## config.mk

```make
export PLATFORM = sky130hd
export DESIGN_NAME = alu_datapath
export DESIGN_NICKNAME = d
export VERILOG_FILES = /design/src/rtl/alu_pkg.sv /design/src/rtl/alu_seq_unit.sv /design/src/rtl/alu_datapath.sv
export SDC_FILE = /design/constraint.sdc
export NUM_CORES = 1
export LEC_CHECK = 0
export BUFFER_PORTS_ARGS = -buffer_cell sky130_fd_sc_hd__buf_4
export CAP_MARGIN = 20
export CORE_ASPECT_RATIO = 1.75
export CORE_UTILIZATION = 55
export DETAILED_ROUTE_END_ITERATION = 12
export HOLD_SLACK_MARGIN = 0.03
export PLACE_DENSITY = 0.8
export SYNTH_ARGS = -nofsm -noshare
export SYNTH_HDL_FRONTEND = slang
export SYNTH_SLANG_ARGS = --single-unit
```

## constraint.sdc

```tcl
create_clock -name clk -period 2.5 [get_ports clk]
set_input_delay 0.25 -clock clk [delete_from_list [all_inputs] [get_ports clk]]
set_output_delay 0.25 -clock clk [all_outputs]
set_load 0.1 [all_outputs]
```

## src/rtl/alu_pkg.sv

```systemverilog
// Shared opcode and FSM state definitions for the execute stage and its controller.
package alu_pkg;

    typedef enum logic [3:0] {
        OP_ADD  = 4'b0000,
        OP_SUB  = 4'b0001,
        OP_MUL  = 4'b0010,
        OP_DIV  = 4'b0011,
        OP_ACC  = 4'b1011,
        OP_HALT = 4'b1111
    } opcode_e;

    typedef enum logic [2:0] {
        IDLE,
        EXEC_MUL,
        EXEC_DIV,
        DONE,
        WAIT_REL
    } state_e;

    // Quotient reported for a divide by zero; sliced to the operand width by users.
    localparam logic [31:0] DIV_ZERO_Q = '1;

    function automatic logic is_iterative(input logic [3:0] op);
        return (op == OP_MUL) || (op == OP_DIV);
    endfunction

endpackage

```

## src/rtl/alu_seq_unit.sv

```systemverilog
// Iterative engine: unsigned shift-add multiply and restoring divide, one step per cycle.
module alu_seq_unit
    import alu_pkg::*;
#(
    parameter int OPW  = 8,
    parameter int ITER = 8
) (
    input  logic             clk,
    input  logic             reset,
    input  logic             start,
    input  logic             cancel,
    input  logic             div_mode,
    input  logic [OPW-1:0]   a,
    input  logic [OPW-1:0]   b,
    output logic             valid,
    output logic             div_zero,
    output logic [2*OPW-1:0] product,
    output logic [OPW-1:0]   quotient,
    output logic [OPW-1:0]   remainder
);

    localparam int CW = (ITER > 1) ? $clog2(ITER) : 1;

    logic           running_reg;
    logic           div_reg;
    logic [CW-1:0]  count_reg;
    // hi: partial product / partial remainder; lo: multiplier / dividend-quotient
    logic [OPW-1:0] hi_reg;
    logic [OPW-1:0] lo_reg;
    logic [OPW-1:0] op_reg;

    logic [OPW-1:0] hi_next;
    logic [OPW-1:0] lo_next;
    logic [OPW:0]   mul_sum;
    logic [OPW:0]   div_trial;
    logic [OPW:0]   div_diff;
    logic           last_step;

    always_comb begin
        mul_sum   = {1'b0, hi_reg} + ({(OPW+1){lo_reg[0]}} & {1'b0, op_reg});
        div_trial = {hi_reg, lo_reg[OPW-1]};
        div_diff  = div_trial - {1'b0, op_reg};
        hi_next   = hi_reg;
        lo_next   = lo_reg;
        if (div_reg) begin
            // The partial remainder is always below the divisor, so the top bit is a clean borrow.
            if (!div_diff[OPW]) begin
                hi_next = div_diff[OPW-1:0];
                lo_next = {lo_reg[OPW-2:0], 1'b1};
            end else begin
                hi_next = div_trial[OPW-1:0];
                lo_next = {lo_reg[OPW-2:0], 1'b0};
            end
        end else begin
            hi_next = mul_sum[OPW:1];
            lo_next = {mul_sum[0], lo_reg[OPW-1:1]};
        end
    end

    assign div_zero  = div_reg && (op_reg == '0);
    assign last_step = (count_reg == CW'(ITER - 1));
    assign valid     = running_reg && (last_step || div_zero);
    assign product   = {hi_next, lo_next};
    assign quotient  = div_zero ? DIV_ZERO_Q[OPW-1:0] : lo_next;
    assign remainder = div_zero ? lo_reg : hi_next;

    always_ff @(posedge clk or posedge reset) begin
        if (reset) begin
            running_reg <= 1'b0;
            div_reg     <= 1'b0;
            count_reg   <= '0;
            hi_reg      <= '0;
            lo_reg      <= '0;
            op_reg      <= '0;
        end else if (start) begin
            running_reg <= 1'b1;
            div_reg     <= div_mode;
            count_reg   <= '0;
            hi_reg      <= '0;
            lo_reg      <= div_mode ? a : b;
            op_reg      <= div_mode ? b : a;
        end else if (running_reg) begin
            if (cancel || valid) begin
                running_reg <= 1'b0;
            end else begin
                hi_reg    <= hi_next;
                lo_reg    <= lo_next;
                count_reg <= count_reg + CW'(1);
            end
        end
    end

endmodule

```

## src/rtl/alu_datapath.sv

```systemverilog
// Execute stage: enable/done handshake, single-cycle ops, accumulator, iterative MUL/DIV.
// Optional carry output enabled by defining ALU_DATAPATH_CARRY_EN.
module alu_datapath
    import alu_pkg::*;
#(
    parameter int WIDTH = 16,
    parameter int OPW   = 8,
    parameter int ITER  = 8
) (
    input  logic             clk,
    input  logic             reset,
    input  logic             enable,
    input  logic [3:0]       opcode,
    input  logic [OPW-1:0]   a,
    input  logic [OPW-1:0]   b,
    output logic             done,
    output logic             busy,
    output logic [WIDTH-1:0] result,
`ifdef ALU_DATAPATH_CARRY_EN
    output logic             carry,
`endif
    output logic             err
);

`ifdef ALU_DATAPATH_CARRY_EN
    localparam int SW = WIDTH + 1;
`else
    localparam int SW = WIDTH;
`endif

    state_e           state_reg, state_next;
    logic [WIDTH-1:0] result_reg, result_next;
    logic [WIDTH-1:0] acc_reg, acc_next;
    logic             err_reg, err_next;
    logic             done_reg;
    logic             busy_reg;
`ifdef ALU_DATAPATH_CARRY_EN
    logic             carry_reg, carry_next;
`endif

    logic [SW-1:0]    add_full;
    logic [SW-1:0]    acc_full;
    logic [WIDTH-1:0] sub_res;

    logic             seq_start;
    logic             seq_cancel;
    logic             seq_valid;
    logic             seq_div_zero;
    logic [2*OPW-1:0] seq_product;
    logic [OPW-1:0]   seq_quotient;
    logic [OPW-1:0]   seq_remainder;

    alu_seq_unit #(
        .OPW  (OPW),
        .ITER (ITER)
    ) u_seq (
        .clk       (clk),
        .reset     (reset),
        .start     (seq_start),
        .cancel    (seq_cancel),
        .div_mode  (opcode == OP_DIV),
        .a         (a),
        .b         (b),
        .valid     (seq_valid),
        .div_zero  (seq_div_zero),
        .product   (seq_product),
        .quotient  (seq_quotient),
        .remainder (seq_remainder)
    );

    assign add_full = SW'(a) + SW'(b);
    assign acc_full = SW'(acc_reg) + SW'(a) + SW'(b);
    assign sub_res  = WIDTH'(a) - WIDTH'(b);

    always_comb begin
        state_next  = state_reg;
        result_next = result_reg;
        acc_next    = acc_reg;
        err_next    = err_reg;
`ifdef ALU_DATAPATH_CARRY_EN
        carry_next  = carry_reg;
`endif
        seq_start   = 1'b0;
        seq_cancel  = 1'b0;

        case (state_reg)
            IDLE: begin
                if (enable) begin
                    err_next = 1'b0;
`ifdef ALU_DATAPATH_CARRY_EN
                    carry_next = 1'b0;
`endif
                    if (is_iterative(opcode)) begin
                        seq_start  = 1'b1;
                        state_next = (opcode == OP_DIV) ? EXEC_DIV : EXEC_MUL;
                    end else begin
                        state_next = DONE;
                        case (opcode)
                            OP_ADD: begin
                                result_next = add_full[WIDTH-1:0];
`ifdef ALU_DATAPATH_CARRY_EN
                                carry_next  = add_full[SW-1];
`endif
                            end
                            OP_SUB: begin
                                result_next = sub_res;
`ifdef ALU_DATAPATH_CARRY_EN
                                carry_next  = (a < b);
`endif
                            end
                            OP_ACC: begin
                                acc_next    = acc_full[WIDTH-1:0];
                                result_next = acc_full[WIDTH-1:0];
`ifdef ALU_DATAPATH_CARRY_EN
                                carry_next  = acc_full[SW-1];
`endif
                            end
                            default: err_next = 1'b1;
                        endcase
                    end
                end
            end
            EXEC_MUL, EXEC_DIV: begin
                // Controller withdrawing enable abandons the op silently.
                if (!enable) begin
                    seq_cancel = 1'b1;
                    state_next = IDLE;
                end else if (seq_valid) begin
                    state_next = DONE;
                    if (state_reg == EXEC_MUL) begin
                        result_next = WIDTH'(seq_product);
                    end else begin
                        result_next = WIDTH'({seq_remainder, seq_quotient});
                        err_next    = seq_div_zero;
                    end
                end
            end
            DONE: state_next = WAIT_REL;
            WAIT_REL: begin
                if (!enable) state_next = IDLE;
            end
            default: state_next = IDLE;
        endcase
    end

    always_ff @(posedge clk or posedge reset) begin
        if (reset) begin
            state_reg  <= IDLE;
            result_reg <= '0;
            acc_reg    <= '0;
            err_reg    <= 1'b0;
            done_reg   <= 1'b0;
            busy_reg   <= 1'b0;
`ifdef ALU_DATAPATH_CARRY_EN
            carry_reg  <= 1'b0;
`endif
        end else begin
            state_reg  <= state_next;
            result_reg <= result_next;
            acc_reg    <= acc_next;
            err_reg    <= err_next;
            done_reg   <= (state_next == DONE);
            busy_reg   <= (state_next == EXEC_MUL) || (state_next == EXEC_DIV) ||
                          (state_next == DONE);
`ifdef ALU_DATAPATH_CARRY_EN
            carry_reg  <= carry_next;
`endif
        end
    end

    assign done   = done_reg;
    assign busy   = busy_reg;
    assign result = result_reg;
    assign err    = err_reg;
`ifdef ALU_DATAPATH_CARRY_EN
    assign carry  = carry_reg;
`endif

endmodule

```

# Word level (Yosys, flattened, before mapping)
# Cells that the tools add are included.
# op_classes
add_sub_neg	7
eq_ne	19
n_mux	46
bitwise_logic	2
n_reduce_logical	18
# op_table
cell	n
$mux W8	13
$mux W16	5
$pmux W16 S3	1
$add A16 B8 Y16	2
$pmux W16 S2	1
$mux W3	7
$mux W1	15
$eq A3 B2 Y1 const B	4
$pmux W3 S4	1
$ne A2 B2 Y1 const B	5
$add A8 B8 Y9	1
$add A8 B9 Y9	1
$and A9 B8 Y9	1
$sub A8 B8 Y9	1
$sub A9 B8 Y9	1
$eq A4 B2 Y1 const B	2
$logic_not A8 Y1	1
$eq A3 B1 Y1 const B	2
$eq A3 B3 Y1 const B	2
$reduce_and A6 Y1	1
$logic_or A1 B1 Y1	5
$reduce_and A5 Y1	1
$eq A4 B1 Y1 const B	1
$eq A4 B4 Y1 const B	1
14 further kinds	17
# word_totals
ff_bits	67
out_inout_bits	19

# Longest topological paths before layout
# logic_depth
ltp_word	10
mapped_depth	12

# By module
# From an unflattened synthesis, not the netlist that was laid out.
# unflattened
cells_unflattened	741
area_unflattened_um2	6231.0
# modules_own_cells
mod	n_inst	cells_per_inst	area_each_um2	seq_area_each_um2
alu_datapath	1	421	3527.1	950.9
alu_seq_unit	1	320	2703.8	725.7

# Least setup slack after synthesis
# No wires, ideal clock.
# synth_path
path_kind	register to register
from	register acc_reg[2]
to	register result_reg[14], in the netlist result[14]
arrival_time_ns	2.510
path_slack_ns	-0.141
stages_incl_launch_ff	10
synth_period_minus_slack_ns	2.641
path_cell_list	dfrtp_1 fa_1 ha_1 a21o_1 a41o_1 o21ai_0 a21oi_1 xor2_1 a2111oi_0 o21ai_1
# synth_via
elab_chain_len	6
# synth_rtl
item	line	text
from (decl)	alu_datapath.sv:33	logic [WIDTH-1:0] acc_reg, acc_next;
from (signal assigned)	alu_datapath.sv:160	acc_reg <= acc_next;
$add A16 B8 Y16 (2 in a row)	alu_datapath.sv:72	assign acc_full = SW'(acc_reg) + SW'(a) + SW'(b);
$pmux W16 S3	alu_datapath.sv:98	case (opcode)
$mux W16	alu_datapath.sv:93	if (is_iterative(opcode)) begin
$mux W16	alu_datapath.sv:88	if (enable) begin
$pmux W16 S2	alu_datapath.sv:86	case (state_reg)
to (signal assigned)	alu_datapath.sv:159	result_reg <= result_next;
to (decl)	alu_datapath.sv:32	logic [WIDTH-1:0] result_reg, result_next;
# Every way passes these cells. The select of a mux whose other input is x is not followed.
# A chain may end at the register's enable or synchronous reset.

# Worst setup path after layout
# layout_path
from	register u_seq.lo_reg[7]
to	register result_reg[10], in the netlist result[10]
# layout_via
elab_chain_len	8
# layout_rtl
item	line	text
from (decl)	alu_seq_unit.sv:29	logic [OPW-1:0] lo_reg;
from (signal assigned)	alu_seq_unit.sv:80	lo_reg <= div_mode ? a : b;
from (signal assigned)	alu_seq_unit.sv:87	lo_reg <= lo_next;
$sub A9 B8 Y9 (*)	alu_seq_unit.sv:42	div_diff = div_trial - {1'b0, op_reg};
$mux W8 (*)	alu_seq_unit.sv:47	if (!div_diff[OPW]) begin
$mux W8 (*)	alu_seq_unit.sv:45	if (div_reg) begin
$mux W8	alu_seq_unit.sv:65	assign remainder = div_zero ? lo_reg : hi_next;
$mux W16 (*)	alu_datapath.sv:130	if (state_reg == EXEC_MUL) begin
$mux W16 (*)	alu_datapath.sv:128	end else if (seq_valid) begin
$mux W16 (*)	alu_datapath.sv:125	if (!enable) begin
$pmux W16 S2 (*)	alu_datapath.sv:86	
# Every way passes the cells marked *; elsewhere a longest branch is shown, timed or not. The select of a mux whose other input is x is not followed.

==> out/qor.csv <==
metric;value;unit
IO buf count;41;
H-tree depth;3;
post-synth cell types;72;
Core Box Area;9970;sq um
Post-synth EDFFs;0;
DR iter-0 viols;570;
fin crit share;1.11;
final critical-path required period;2.78;ns
Req. time, crit path;2.71;ns
fill count;639;
Max Cap Viol;0;
worst setup margin;-0.282;ns
Leak;3.72;nW
CTS Sinks;67;
first-pass GRT wire length;30.6;mm
std cell rows;48;
met2 GRT Util;0.689;
asr flop ratio synth;1.00;
worst flop-to-flop path startpoint;u_seq.lo_reg[7];
Slew Viols, Final;0;
Max Clk Rate;360;MHz
antenna diode count;0;
Inserted Clock Buffers;9;
commonest non-fill, non-tap cell in the layout;buf_4;
area occupied by multi-input gates;4270;sq um
Via density;6.68;
Initial Util;0.570;
Sequential Area;1680;sq um
largest fanout on the critical path;5;
Die H;137;microns
critical path endpoint category;flop;
met3 global-route usage;0.0827;
Mapped Nets;731;
Hold Vio Cnt, Final;0;
Worst Min Path Start;enable;
Pre-Repair DR Iteration Count;5;
overall routing resource usage;0.383;
Top Ports;42;
routing usage on met1;0.368;
unrepaired setup endpoints after global routing;yes;
Post-Route Utilization;0.785;
post-route cell area;7820;sq um
total grt overflow;0;
die width;78.9;microns
gpl congestion;0.926;
overall routed net length;21.1;mm
most used cell, CP;buf_4;
CP top delay family;buffers and inverters;
Worst-path clk slew;0.06;ns
max incr delay on CP;0.39;ns
PwrDens;1470;nW/um^2
R2R cell count;14;
Slew @ Worst Pin;0.936;ns
area of the die;10800;sq um
wire per inst;22.7;microns
DRC viols;0;
CTS root buf;clkbuf_16;
post-synth top area cell;dfrtp_1;
Clock Skews;0.00661;ns
Buf+Inv Stages, Crit Path;5;
Post-layout nets;876;
crit-path cells;inv_2, ha_4, inv_1, fa_2, a21oi_4, o22ai_2, mux2i_1, nand2_2, buf_4, buf_6, mux2i_4, a211oi_2, buf_4, o211ai_1;
critical path arrival;2.99;ns
Hold WC Path Type;input port to flop;
area share of the largest cell type after synthesis;0.295;
clk_lat worst skew;0.34;ns
vias in the first global route;6056;
largest net degree at the start of global routing;46;
Worst Hold Depth;3;
busiest grt layer;met2;
post-DP HPWL;14.1;mm
commonest non-fill, non-tap cells in the layout;buf_4, nand2_1, dfrtp_1;
CP max stage cell;dfrtp_1;
Post-DRT Antenna Nets;0;
area delta synth->final;37.6;%
Synth Cell Area;5690;sq um
Max Buffers Root-to-Sink;2;
Ys Warns;0;
Levels on crit path;14;
Avg Cell Area, Syn;8.71;sq um
CTS tree;yes;
#FFs+latches synth;67;
initial antenna violation count;0;
status;complete, but fails checks;
post-synthesis sequential area ratio;0.295;
Final setup viols;26;
via count;6189;
Setup CP Type;flop to flop;
synthesized netlist cell count;653;
Fin Setup TNS;-3.12;ns
Top FF cell, synth;dfrtp_1;
layout cells sized above 1;0.339;
synth top area cells;dfrtp_1, ha_1, nand2_1;
Slew headroom;0.371;
failing checks;negative setup slack;
startpoint types;flop;
crit path from;u_seq.lo_reg[7];
Cell Area, Placed;6830;sq um
Total Power;11.5;mW
IR drop worst, VDD;0.991;mV
==> cell usage after synthesis, types with 4 or more instances <==
cell type and instances:
nand2b_1 8, o21ai_1 4, nor3_1 11, o211a_1 4
a221oi_1 6, ha_1 42, nand3_1 9, buf_2 6
a31oi_1 6, nor2b_1 7, fa_1 13, o22ai_1 8
and3_1 4, a211oi_1 9, xor2_1 14, xnor2_1 17
o21ai_0 44, o21a_1 5, nand4_1 6, dfrtp_1 67
o31ai_1 7, inv_1 38, and2_1 8, a21o_1 12
nand2_1 78, mux2i_1 29, nor2_1 54, o211ai_1 15
clkbuf_1 18, a21oi_1 32
==> power breakdown <==
group | switching (mW) | total [mW] | internal [mW]
Sequential | 0.476 | 1.99 | 1.51
Clock | 0.492 | 1.36 | 0.866
Combinational | 4.71 | 8.14 | 3.43
Total | 5.68 | 11.5 | 5.81
==> worst paths after layout <==
kind                                    to  slack [ns]
min                           state_reg[2]        0.17
min in group asynchronous  u_seq.lo_reg[1]        0.51
max reg2reg                     result[10]       -0.28
max                             result[10]       -0.28
min reg2reg                      result[0]        0.48
max in group asynchronous             busy        1.33
==> kinds of logic after synthesis <==
group | share of synthesized area
XOR/XNOR | 0.0477
AND/OR/NAND/NOR | 0.175
multiplexers | 0.0590
flip-flops | 0.295
adder cells (fa/ha/maj) | 0.138
AO/OA/AOI/OAI | 0.239
buffers and inverters | 0.0471
==> per-stage QoR <==
| stage | hold slack [ns] | setup slack, ns | instances |
|---|---|---|---|
| after detailed placement | 0.326 | -0.381 | 894 |
| after global routing | 0.175 | -0.333 | 927 |
| final | 0.169 | -0.282 | 927 |
| after global placement | 0.318 | -0.335 | 894 |
| after CTS | 0.166 | -0.241 | 919 |
| after floorplan | 0.389 | -0.0174 | 653 |
==> what timing repair did <==
item                                   CTS  global route
cloned                                   1             0
hold buffers                             1             0
resized for setup                       49            56
endpoints found under the hold margin   22             0
setup endpoints to repair               27            30
buffers inserted                        10             9
pin swaps                               30            41
==> cell type report <==
class	instances	share of cell area
sequential	67	0.214
multi-input combinational	520	0.546
clock inverter	5	0.0101
inverter	39	0.0187
timing repair buffer	161	0.162
tap	125	0.0200
clock buffer	10	0.0293
==> layer usage <==
metal	vias to the layer above	wire, microns
met1	3007	6860
li1	2661	-
met3	153	1350
met2	368	10900
met4	0	1980
met5	-	0
==> worst reg2reg max path, stage by stage (launching register included) <==
cell and delay (ns):
dfrtp_1 0.39, inv_2 0.08, ha_4 0.12, inv_1 0.05, fa_2 0.36, a21oi_4 0.18
o22ai_2 0.09, mux2i_1 0.25, nand2_2 0.17, buf_4 0.17, buf_6 0.11, mux2i_4 0.18
a211oi_2 0.22, buf_4 0.16, o211ai_1 0.09
Note: power is estimated with default switching activity, not from simulation.
